## src/rtl/dfx_seq_scheduler.sv

```systemverilog
`default_nettype none
// ============================================================================
// Module      : dfx_seq_scheduler
// Description : Slot-table sequencer. On start it walks rows 0..end_cnt; for
//               every pending row it asks the DFX controller to load the
//               reconfigurable module, issues one DMA job with the row's
//               src/dst fields, and writes status plus a cycle-count profile
//               back into the row.
// Ports       : clk/reset (async active-low)  | ctrl_start/ctrl_abort pulses
//               end_cnt                       | slot_* row read / writeback
//               dfx_req/dfx_rm_id/dfx_ack/dfx_err  DFX controller handshake
//               dma_req/dma_* job/dma_ack/dma_done/dma_err  DMA handshake
//               busy/done/error/cur_index     status to register bank
// Revision    : 1.0 - initial release
// ============================================================================
module dfx_seq_scheduler #(
   parameter int IDX_W  = 3,
   parameter int ADDR_W = 32,
   parameter int SIZE_W = 26,
   parameter int STAT_W = 2,
   parameter int PROF_W = 32
) (
   input  logic              clk,
   input  logic              reset,
   input  logic              ctrl_start,
   input  logic              ctrl_abort,
   input  logic [IDX_W-1:0]  end_cnt,
   output logic [IDX_W-1:0]  slot_rd_index,
   input  logic [ADDR_W-1:0] slot_src_addr,
   input  logic [SIZE_W-1:0] slot_src_size,
   input  logic [ADDR_W-1:0] slot_des_addr,
   input  logic [SIZE_W-1:0] slot_des_size,
   input  logic [STAT_W-1:0] slot_status,
   output logic [IDX_W-1:0]  slot_wr_index,
   output logic [STAT_W-1:0] slot_wr_status,
   output logic              slot_set_status,
   output logic [PROF_W-1:0] slot_wr_profile,
   output logic              slot_set_profile,
   output logic              dfx_req,
   output logic [IDX_W-1:0]  dfx_rm_id,
   input  logic              dfx_ack,
   input  logic              dfx_err,
   output logic              dma_req,
   output logic [ADDR_W-1:0] dma_src_addr,
   output logic [ADDR_W-1:0] dma_des_addr,
   output logic [SIZE_W-1:0] dma_src_size,
   output logic [SIZE_W-1:0] dma_des_size,
   input  logic              dma_ack,
   input  logic              dma_done,
   input  logic              dma_err,
   output logic              busy,
   output logic              done,
   output logic              error,
   output logic [IDX_W-1:0]  cur_index
);

   typedef enum logic [3:0] {
      S_IDLE     = 4'd0,
      S_FETCH    = 4'd1,
      S_DFX_REQ  = 4'd2,
      S_DFX_WAIT = 4'd3,
      S_DMA_REQ  = 4'd4,
      S_DMA_WAIT = 4'd5,
      S_WRBACK   = 4'd6,
      S_NEXT     = 4'd7,
      S_DONE     = 4'd8
   } state_t;

   localparam logic [STAT_W-1:0] c_ST_PEND = STAT_W'(2'b01);
   localparam logic [STAT_W-1:0] c_ST_DONE = STAT_W'(2'b10);
   localparam logic [STAT_W-1:0] c_ST_ERR  = STAT_W'(2'b11);

   state_t            r_state;
   logic [IDX_W-1:0]  r_index;
   logic [IDX_W-1:0]  r_end;
   logic              r_abort_pend;
   logic [PROF_W-1:0] r_cnt;
   logic [STAT_W-1:0] r_wr_status;
   logic [PROF_W-1:0] r_wr_profile;
   logic              r_set;
   logic              r_dfx_req;
   logic              r_dma_req;
   logic [ADDR_W-1:0] r_src_addr;
   logic [ADDR_W-1:0] r_des_addr;
   logic [SIZE_W-1:0] r_src_size;
   logic [SIZE_W-1:0] r_des_size;
   logic              r_busy;
   logic              r_done;
   logic              r_error;

   // Profile counter saturates instead of wrapping.
   logic [PROF_W-1:0] w_cnt_inc;
   assign w_cnt_inc = (r_cnt == {PROF_W{1'b1}}) ? r_cnt : r_cnt + PROF_W'(1);

   always_ff @(posedge clk or negedge reset) begin
      if (!reset) begin
         r_state      <= S_IDLE;
         r_index      <= '0;
         r_end        <= '0;
         r_abort_pend <= 1'b0;
         r_cnt        <= '0;
         r_wr_status  <= '0;
         r_wr_profile <= '0;
         r_set        <= 1'b0;
         r_dfx_req    <= 1'b0;
         r_dma_req    <= 1'b0;
         r_src_addr   <= '0;
         r_des_addr   <= '0;
         r_src_size   <= '0;
         r_des_size   <= '0;
         r_busy       <= 1'b0;
         r_done       <= 1'b0;
         r_error      <= 1'b0;
      end else begin
         // Writeback strobes are single-cycle; set only on entry to WRBACK.
         r_set <= 1'b0;

         // Abort is remembered while a run is active and acted on at NEXT.
         if (ctrl_abort && (r_state != S_IDLE))
            r_abort_pend <= 1'b1;

         case (r_state)
            S_IDLE: begin
               // Start wins over a simultaneous abort (pending cleared below).
               if (ctrl_start) begin
                  r_state      <= S_FETCH;
                  r_index      <= '0;
                  r_end        <= end_cnt;
                  r_abort_pend <= 1'b0;
                  r_done       <= 1'b0;
                  r_error      <= 1'b0;
                  r_busy       <= 1'b1;
               end
            end

            S_FETCH: begin
               if (slot_status == c_ST_PEND) begin
                  r_src_addr <= slot_src_addr;
                  r_src_size <= slot_src_size;
                  r_des_addr <= slot_des_addr;
                  r_des_size <= slot_des_size;
                  r_cnt      <= '0;
                  r_dfx_req  <= 1'b1;
                  r_state    <= S_DFX_REQ;
               end else begin
                  r_state <= S_NEXT;
               end
            end

            S_DFX_REQ, S_DFX_WAIT: begin
               r_cnt <= w_cnt_inc;
               if (dfx_ack) begin
                  r_dfx_req <= 1'b0;
                  if (dfx_err) begin
                     r_wr_status  <= c_ST_ERR;
                     r_wr_profile <= w_cnt_inc;
                     r_set        <= 1'b1;
                     r_state      <= S_WRBACK;
                  end else begin
                     r_dma_req <= 1'b1;
                     r_state   <= S_DMA_REQ;
                  end
               end else begin
                  r_state <= S_DFX_WAIT;
               end
            end

            S_DMA_REQ: begin
               // dma_done is not looked at here: completion before acceptance is ignored.
               r_cnt <= w_cnt_inc;
               if (dma_ack) begin
                  r_dma_req <= 1'b0;
                  r_state   <= S_DMA_WAIT;
               end
            end

            S_DMA_WAIT: begin
               r_cnt <= w_cnt_inc;
               if (dma_done) begin
                  r_wr_status  <= dma_err ? c_ST_ERR : c_ST_DONE;
                  r_wr_profile <= w_cnt_inc;
                  r_set        <= 1'b1;
                  r_state      <= S_WRBACK;
               end
            end

            S_WRBACK: begin
               if (r_wr_status == c_ST_ERR)
                  r_error <= 1'b1;
               r_state <= S_NEXT;
            end

            S_NEXT: begin
               if ((r_index == r_end) || r_abort_pend || ctrl_abort) begin
                  r_busy  <= 1'b0;
                  r_done  <= 1'b1;
                  r_state <= S_DONE;
               end else begin
                  r_index <= r_index + IDX_W'(1);
                  r_state <= S_FETCH;
               end
            end

            S_DONE: begin
               r_state <= S_IDLE;
            end

            default: begin
               r_state <= S_IDLE;
            end
         endcase
      end
   end

   assign slot_rd_index    = r_index;
   assign slot_wr_index    = r_index;
   assign slot_wr_status   = r_wr_status;
   assign slot_set_status  = r_set;
   assign slot_wr_profile  = r_wr_profile;
   assign slot_set_profile = r_set;
   assign dfx_req          = r_dfx_req;
   assign dfx_rm_id        = r_index;
   assign dma_req          = r_dma_req;
   assign dma_src_addr     = r_src_addr;
   assign dma_des_addr     = r_des_addr;
   assign dma_src_size     = r_src_size;
   assign dma_des_size     = r_des_size;
   assign busy             = r_busy;
   assign done             = r_done;
   assign error            = r_error;
   assign cur_index        = r_index;

endmodule
`default_nettype wire
```

## config.mk

```make
export PLATFORM = sky130hd
export DESIGN_NAME = dfx_seq_scheduler
export DESIGN_NICKNAME = d
export VERILOG_FILES = /design/src/rtl/dfx_seq_scheduler.sv
export SDC_FILE = /design/constraint.sdc
export NUM_CORES = 1
export LEC_CHECK = 0
export CAP_MARGIN = 10
export CORE_ASPECT_RATIO = 0.5
export CORE_MARGIN = 2
export CORE_UTILIZATION = 40
export DETAILED_ROUTE_END_ITERATION = 7
export PLACE_DENSITY = 0.78
export RECOVER_POWER = 50
export SETUP_SLACK_MARGIN = 0.2
export SLEW_MARGIN = 20
export SYNTH_ARGS = -nofsm -noshare
export SYNTH_HDL_FRONTEND = slang
export SYNTH_SLANG_ARGS = --single-unit
```

## constraint.sdc

```tcl
create_clock -name clk -period 3.25 [get_ports clk]
set_clock_uncertainty 0.15 [all_clocks]
set_input_delay 0.65 -clock clk [delete_from_list [all_inputs] [get_ports clk]]
set_output_delay 0.65 -clock clk [all_outputs]
set_load 0.005 [all_outputs]
```

# --- After elaboration in Yosys (flattened, before gate mapping) ---
# Index checks and enable logic that the tools add are counted.
word_totals:
  rom_bits: 0
  input_bits: 130
  ram_bits: 0
  ff_bits: 199
  out_inout_bits: 169
  latchBits: 0
  mem_count: 0
  elab_cells: 108
classes:
  n_eq_ne: 21
  magnitude_cmp: 0
  mux: 45
  mul: 0
  shifts: 0
  n_bitwise: 0
  div_mod_pow: 0
  n_addsub: 2
  reduce_logical: 23
ops:
  columns: ["cell", "n"]
  rows:
  - ["32-bit two-way mux", 5]
  - ["32-bit one-hot mux with 2 select lines", 2]
  - ["32-bit by 1-bit adder with 32-bit output, second input constant", 1]
  - ["32-bit == test, second input constant", 1]
  - ["4-bit one-hot mux with 7 select lines", 1]
  - ["4-bit two-way mux", 5]
  - ["2-bit != test, second input constant", 10]
  - ["1-bit two-way mux", 17]
  - ["4-bit by 3-bit == test with 1-bit output, second input constant", 4]
  - ["3-bit AND reduction", 5]
  - ["1-bit one-hot mux with 2 select lines", 6]
  - ["2-bit nonzero test", 6]
  - ["3-bit two-way mux", 3]
  - ["4-bit by 2-bit == test with 1-bit output, second input constant", 2]
  - ["2-bit two-way mux", 4]
  - ["4-bit AND reduction", 2]
  - ["3-bit one-hot mux with 2 select lines", 1]
  - ["2-bit AND reduction", 3]
  - ["4-bit by 1-bit == test with 1-bit output, second input constant", 1]
  - ["4-bit logical NOT", 1]
  - ["2-bit one-hot mux with 2 select lines", 1]
  - ["4-bit nonzero test", 1]
  - ["4-bit OR reduction", 1]
  - ["3-bit by 1-bit adder with 3-bit output, second input constant", 1]
  - ["6 further kinds", 7]

# --- Longest topological paths before layout ---
logic_depth:
  word_depth: 5
  ltp_mapped: 8
  depth_no_buf: 6

# --- Worst setup path before layout ---
# Ideal clock, no wire load.
synth_path:
  path_kind: "register to register"
  startpoint: "register r_cnt[0]"
  endpoint: "register r_wr_profile[26] (netlist: slot_wr_profile[26])"
  arrival_time_ps: 2027
  setup_time_ps: 82
  period_less_slack_ps: 2259
  path_stages_with_launch: 7
  t_required_ps: 3018
  path_slack_ps: 991
  n_path_buf: 0
  path_cell_list: "dfrtp_1 ha_1 nand4_1 nor3_4 nand3_1 or3_1 a31oi_1"
synth_between:
  elab_chain_len: 5
  word_cells_on_any_way: 7
  classes_between: "add/sub (1); eq/ne (1); mux (5)"
synth_rtl:
  columns: ["item", "line_no", "text"]
  rows:
  - ["start, declared", "77", "logic [PROF_W-1:0] r_cnt;"]
  - ["start signal, assigned", "151", "r_cnt <= w_cnt_inc;"]
  - ["start signal, assigned", "170", "r_cnt <= w_cnt_inc;"]
  - ["start signal, assigned", "178", "r_cnt <= w_cnt_inc;"]
  - ["32-bit by 1-bit adder with 32-bit output / 32-bit == test (equally long branches)", "93", "assign w_cnt_inc = (r_cnt == {PROF_W{1'b1}}) ? r_cnt : r_cnt + PROF_W'(1);"]
  - ["32-bit two-way mux (*)", "93", null]
  - ["32-bit two-way mux", "154", "if (dfx_err) begin"]
  - ["32-bit two-way mux", "152", "if (dfx_ack) begin"]
  - ["32-bit one-hot mux with 2 select lines (*)", "122", "case (r_state)"]
  - ["end signal, assigned", "156", "r_wr_profile <= w_cnt_inc;"]
  - ["end signal, assigned", "181", "r_wr_profile <= w_cnt_inc;"]
  - ["end, declared", "79", "logic [PROF_W-1:0] r_wr_profile;"]
# Mark *: on every way between the ends. The rest lies on a longest branch, timed or not. The select of a mux whose other input is x is not followed.
# A chain may end at the register's enable or synchronous reset.

# --- Worst setup path in the final report ---
layout_path:
  startpoint: "register r_cnt[0]"
  endpoint: "register r_cnt[28]"
layout_between:
  elab_chain_len: 3
  word_cells_on_any_way: 4
  classes_between: "add/sub (1); eq/ne (1); mux (2)"
layout_rtl:
  columns: ["item", "line_no"]
  rows:
  - ["32-bit by 1-bit adder with 32-bit output / 32-bit == test (equally long branches)", "93"]
  - ["32-bit two-way mux (*)", "93"]
  - ["32-bit one-hot mux with 2 select lines (*)", "122"]
# Mark *: on every way between the ends. The rest lies on a longest branch, timed or not.

==> run_results.csv <==
group,metric,value,unit
run_status,status,"finished, violations left",
run_status,violations,"max-capacitance violations, max-slew violations",
global_route,overflow,0,
critical_path,cp_max_fo,7,
drt,drt_pass1_iterations,7,
clocking,clock_sinks,199,
power,switching_power,0.00373,W
yosys,ys_async_sr_fraction,1.00,
critical_path,arrival,2.82,ns
timing,grt_setup_unrepaired,"no",
power,ir_drop,0.549,mV
drt,met1_length,10400,µm
timing,setup_viol,0,
final_layout,fin_cells,1561,
power,p_int,0.00712,W
yosys,yosysTopAreaCellShare,0.554,
clocking,postCtsResizedCells,0,
yosys,synth-edff-count,0,
die,die_h,110,µm
global_route,grt_pass1_vias,7942,
drt,route.met3.wl,1400,µm
yosys,synthTopCellsByArea,"dfrtp_1 55%, nand2_1 17%, o21ai_0 1.8%",
yosys,synth.cell_area,8990,µm²
critical_path,cp.required,3.46,ns
timing,max-slew-margin-rel,-0.304,
die,fp-row-count,38,
clocking,numCtsBuffers,17,
power,seqPwrFrac,0.399,
run,maxCapViolations,1,
yosys,synth_ff_type,"dfrtp_1",
die,dieWidth,216,µm
timing,fmax,384,MHz
global_route,track_usage,0.216,
clocking,clkLatencyLatePin,0.44,ns
drt,wl_per_cell,16.2,µm
final_layout,nNetsFinal,1380,
placement,portBuffers,298,
yosys,avgSynthCellArea,9.16,µm²
drt,viasPerCell,5.08,
clocking,cts-hold-fix-buffers,0,
timing,fin_crit_sh,0.802,
timing,hold_viol_final,0,
clocking,cts_setup_buffers,0,
timing,layout_min_cycle_time,2.61,ns
power,p_per_area,848,nW/µm²
yosys,syn_inst,982,
power,switching_share,0.343,
drt,vias,7925,
final_layout,layout-drive-gt1-share,0.0642,
drt,drc,0,
yosys,ys_warn_count,0,
final_layout,num-fill-cells,1866,
power,p_comb_frac,0.398,
final_layout,final_common_cell,"nand2_1",
timing,drv_slew,74,
placement,hpwl,18200,µm
die,initial_core_util,0.411,
clocking,cts-root-buf,"clkbuf_16",
clocking,cts_buffer_depth,2,
drt,top_layer,"met4",
worst_hold_path,hp-class,"reg -> reg",
final_layout,syn2layout_area_growth,42.3,%
yosys,synth.largest_area_cell,"dfrtp_1",
global_route,grt_start_max_net_pins,128,
final_layout,layout_common_cells,"399 x nand2_1, 253 x clkdlybuf4s50_1, 199 x dfrtp_1",
die,dieArea,23800,µm²
drt,drt-total-wl,25300,µm
power,pwr-share-clk,0.203,
drt,drtIter0Drc,511,
yosys,synth_seq_cells,199,
timing,tightestPinTransition,1.96,ns
power,leakage,5.85,nW
clocking,clkTransAtPathRegs,0.07,ns
global_route,grt_pass1_wl,40500,µm
clocking,cts_tree,"yes",
drt,ant_nets,0,
clocking,htreeDepth,4,
yosys,seq_area_frac_synth,0.554,
critical_path,startpoint_type,"flip-flop",
placement,gp_congestion,0.883,
drt,wl_met2,13000,µm
die,core,21900,µm²
yosys,syn-num-nets,1114,
global_route,antenna_found_initial,0,
yosys,synth_cell_types,65,
timing,whs,0.321,ns
final_layout,n_antenna_cell,0,
timing,setup-tns-final,0,ns
placement,placed_cells,1529,
critical_path,cp-end-kind,"flip-flop",
critical_path,path_class,"reg -> reg",
die,pin_count,299,
-- routing by layer --
metal  vias up  global-route usage
li1       3799                   -
met1      3851               0.263
met2       227               0.376
met3        48              0.0604
met4         0              0.0729
met5         -                   0
-- critical path: stages (launching register included) --
cell	delay (ns)
dfrtp_1	0.43
ha_1	0.31
and4_1	0.35
nand3_2	0.25
or4_1	0.64
or3_1	0.33
o21ai_0	0.07
-- metrics by stage --
step / power [W] / setup slack, ns / area, µm² / utilization
6_report: 0.0108 / 0.644 / 12800 / 0.585
5_1_grt: 0.0116 / 0.433 / 12800 / 0.585
4_1_cts: 0.0110 / 0.657 / 12800 / 0.586
3_5_place_dp: 0.00881 / 0.525 / 12200 / 0.558
3_3_place_gp: 0.00863 / 0.549 / 12200 / 0.558
2_1_floorplan: 0.00608 / 0.991 / 8990 / -
-- flip-flops by register name, indices dropped and copies added (netlist names) --
| signal | count |
|---|---|
| busy | 1 |
| cur_index | 3 |
| dfx_req | 1 |
| dma_des_addr | 32 |
| dma_des_size | 26 |
| dma_req | 1 |
| dma_src_addr | 32 |
| dma_src_size | 26 |
| done | 1 |
| error | 1 |
| r_abort_pend | 1 |
| r_cnt | 32 |
| r_end | 3 |
| r_state | 4 |
| slot_set_profile | 1 |
| slot_wr_profile | 32 |
| slot_wr_status | 2 |
-- logic make-up (layout without fill, tap and decap cells) --
| group | Yosys count | count (layout) | synth area share |
|---|---|---|---|
| AOI/OAI and AO/OA | 120 | 120 | 0.0954 |
| xor gates and xnor gates | 19 | 19 | 0.0185 |
| adders and majority gates | 2 | 2 | 0.00278 |
| buffers and inverters | 83 | 362 | 0.0452 |
| DFF | 199 | 199 | 0.554 |
| muxes | 18 | 18 | 0.0210 |
| and+or+nand+nor | 541 | 541 | 0.263 |
-- synth_stat cells (7+ instances only) --
cell and count:
a21oi_1 16, a31oi_1 23, and3_1 7, buf_4 14, clkbuf_1 37, dfrtp_1 199, inv_1 13, mux2_2 7
mux2i_1 11, nand2_1 399, nand2b_1 10, nand3_1 20, nand4_1 15, nor2_1 33, nor3_1 11, o21ai_0 33
or3_1 10, xnor2_1 14
-- power groups by stage --
stage	Combinational, W	Sequential (W)	Clock [W]
after floorplan	0.00186	0.00421	0
after global placement	0.00432	0.00431	0
after detailed placement	0.00443	0.00437	0
after CTS	0.00446	0.00434	0.00224
after global routing	0.00476	0.00448	0.00235
final	0.00432	0.00433	0.00220
-- area by class of cell --
type | instances | area, µm² | share of cell area
sequential | 199 | 4980 | 0.389
multi-input combinational | 700 | 3630 | 0.284
timing repair buffer | 316 | 3150 | 0.246
clock buffer | 19 | 453 | 0.0354
tap | 300 | 375 | 0.0293
clock inverter | 13 | 154 | 0.0120
inverter | 14 | 52.6 | 0.00411
-- worst paths after layout --
kind,start,to,slack (ns),depth (start not counted)
setup / recovery,r_cnt[0],r_cnt[28],0.64,6
hold / removal,dma_des_addr[4],dma_des_addr[4],0.32,2
setup reg to reg,r_cnt[0],r_cnt[28],0.64,6
hold reg to reg,dma_des_addr[4],dma_des_addr[4],0.32,2
max in group asynchronous,reset,r_cnt[6],0.90,2
min in group asynchronous,reset,dma_src_addr[22],0.60,1
(Power assumes the default switching activity.)
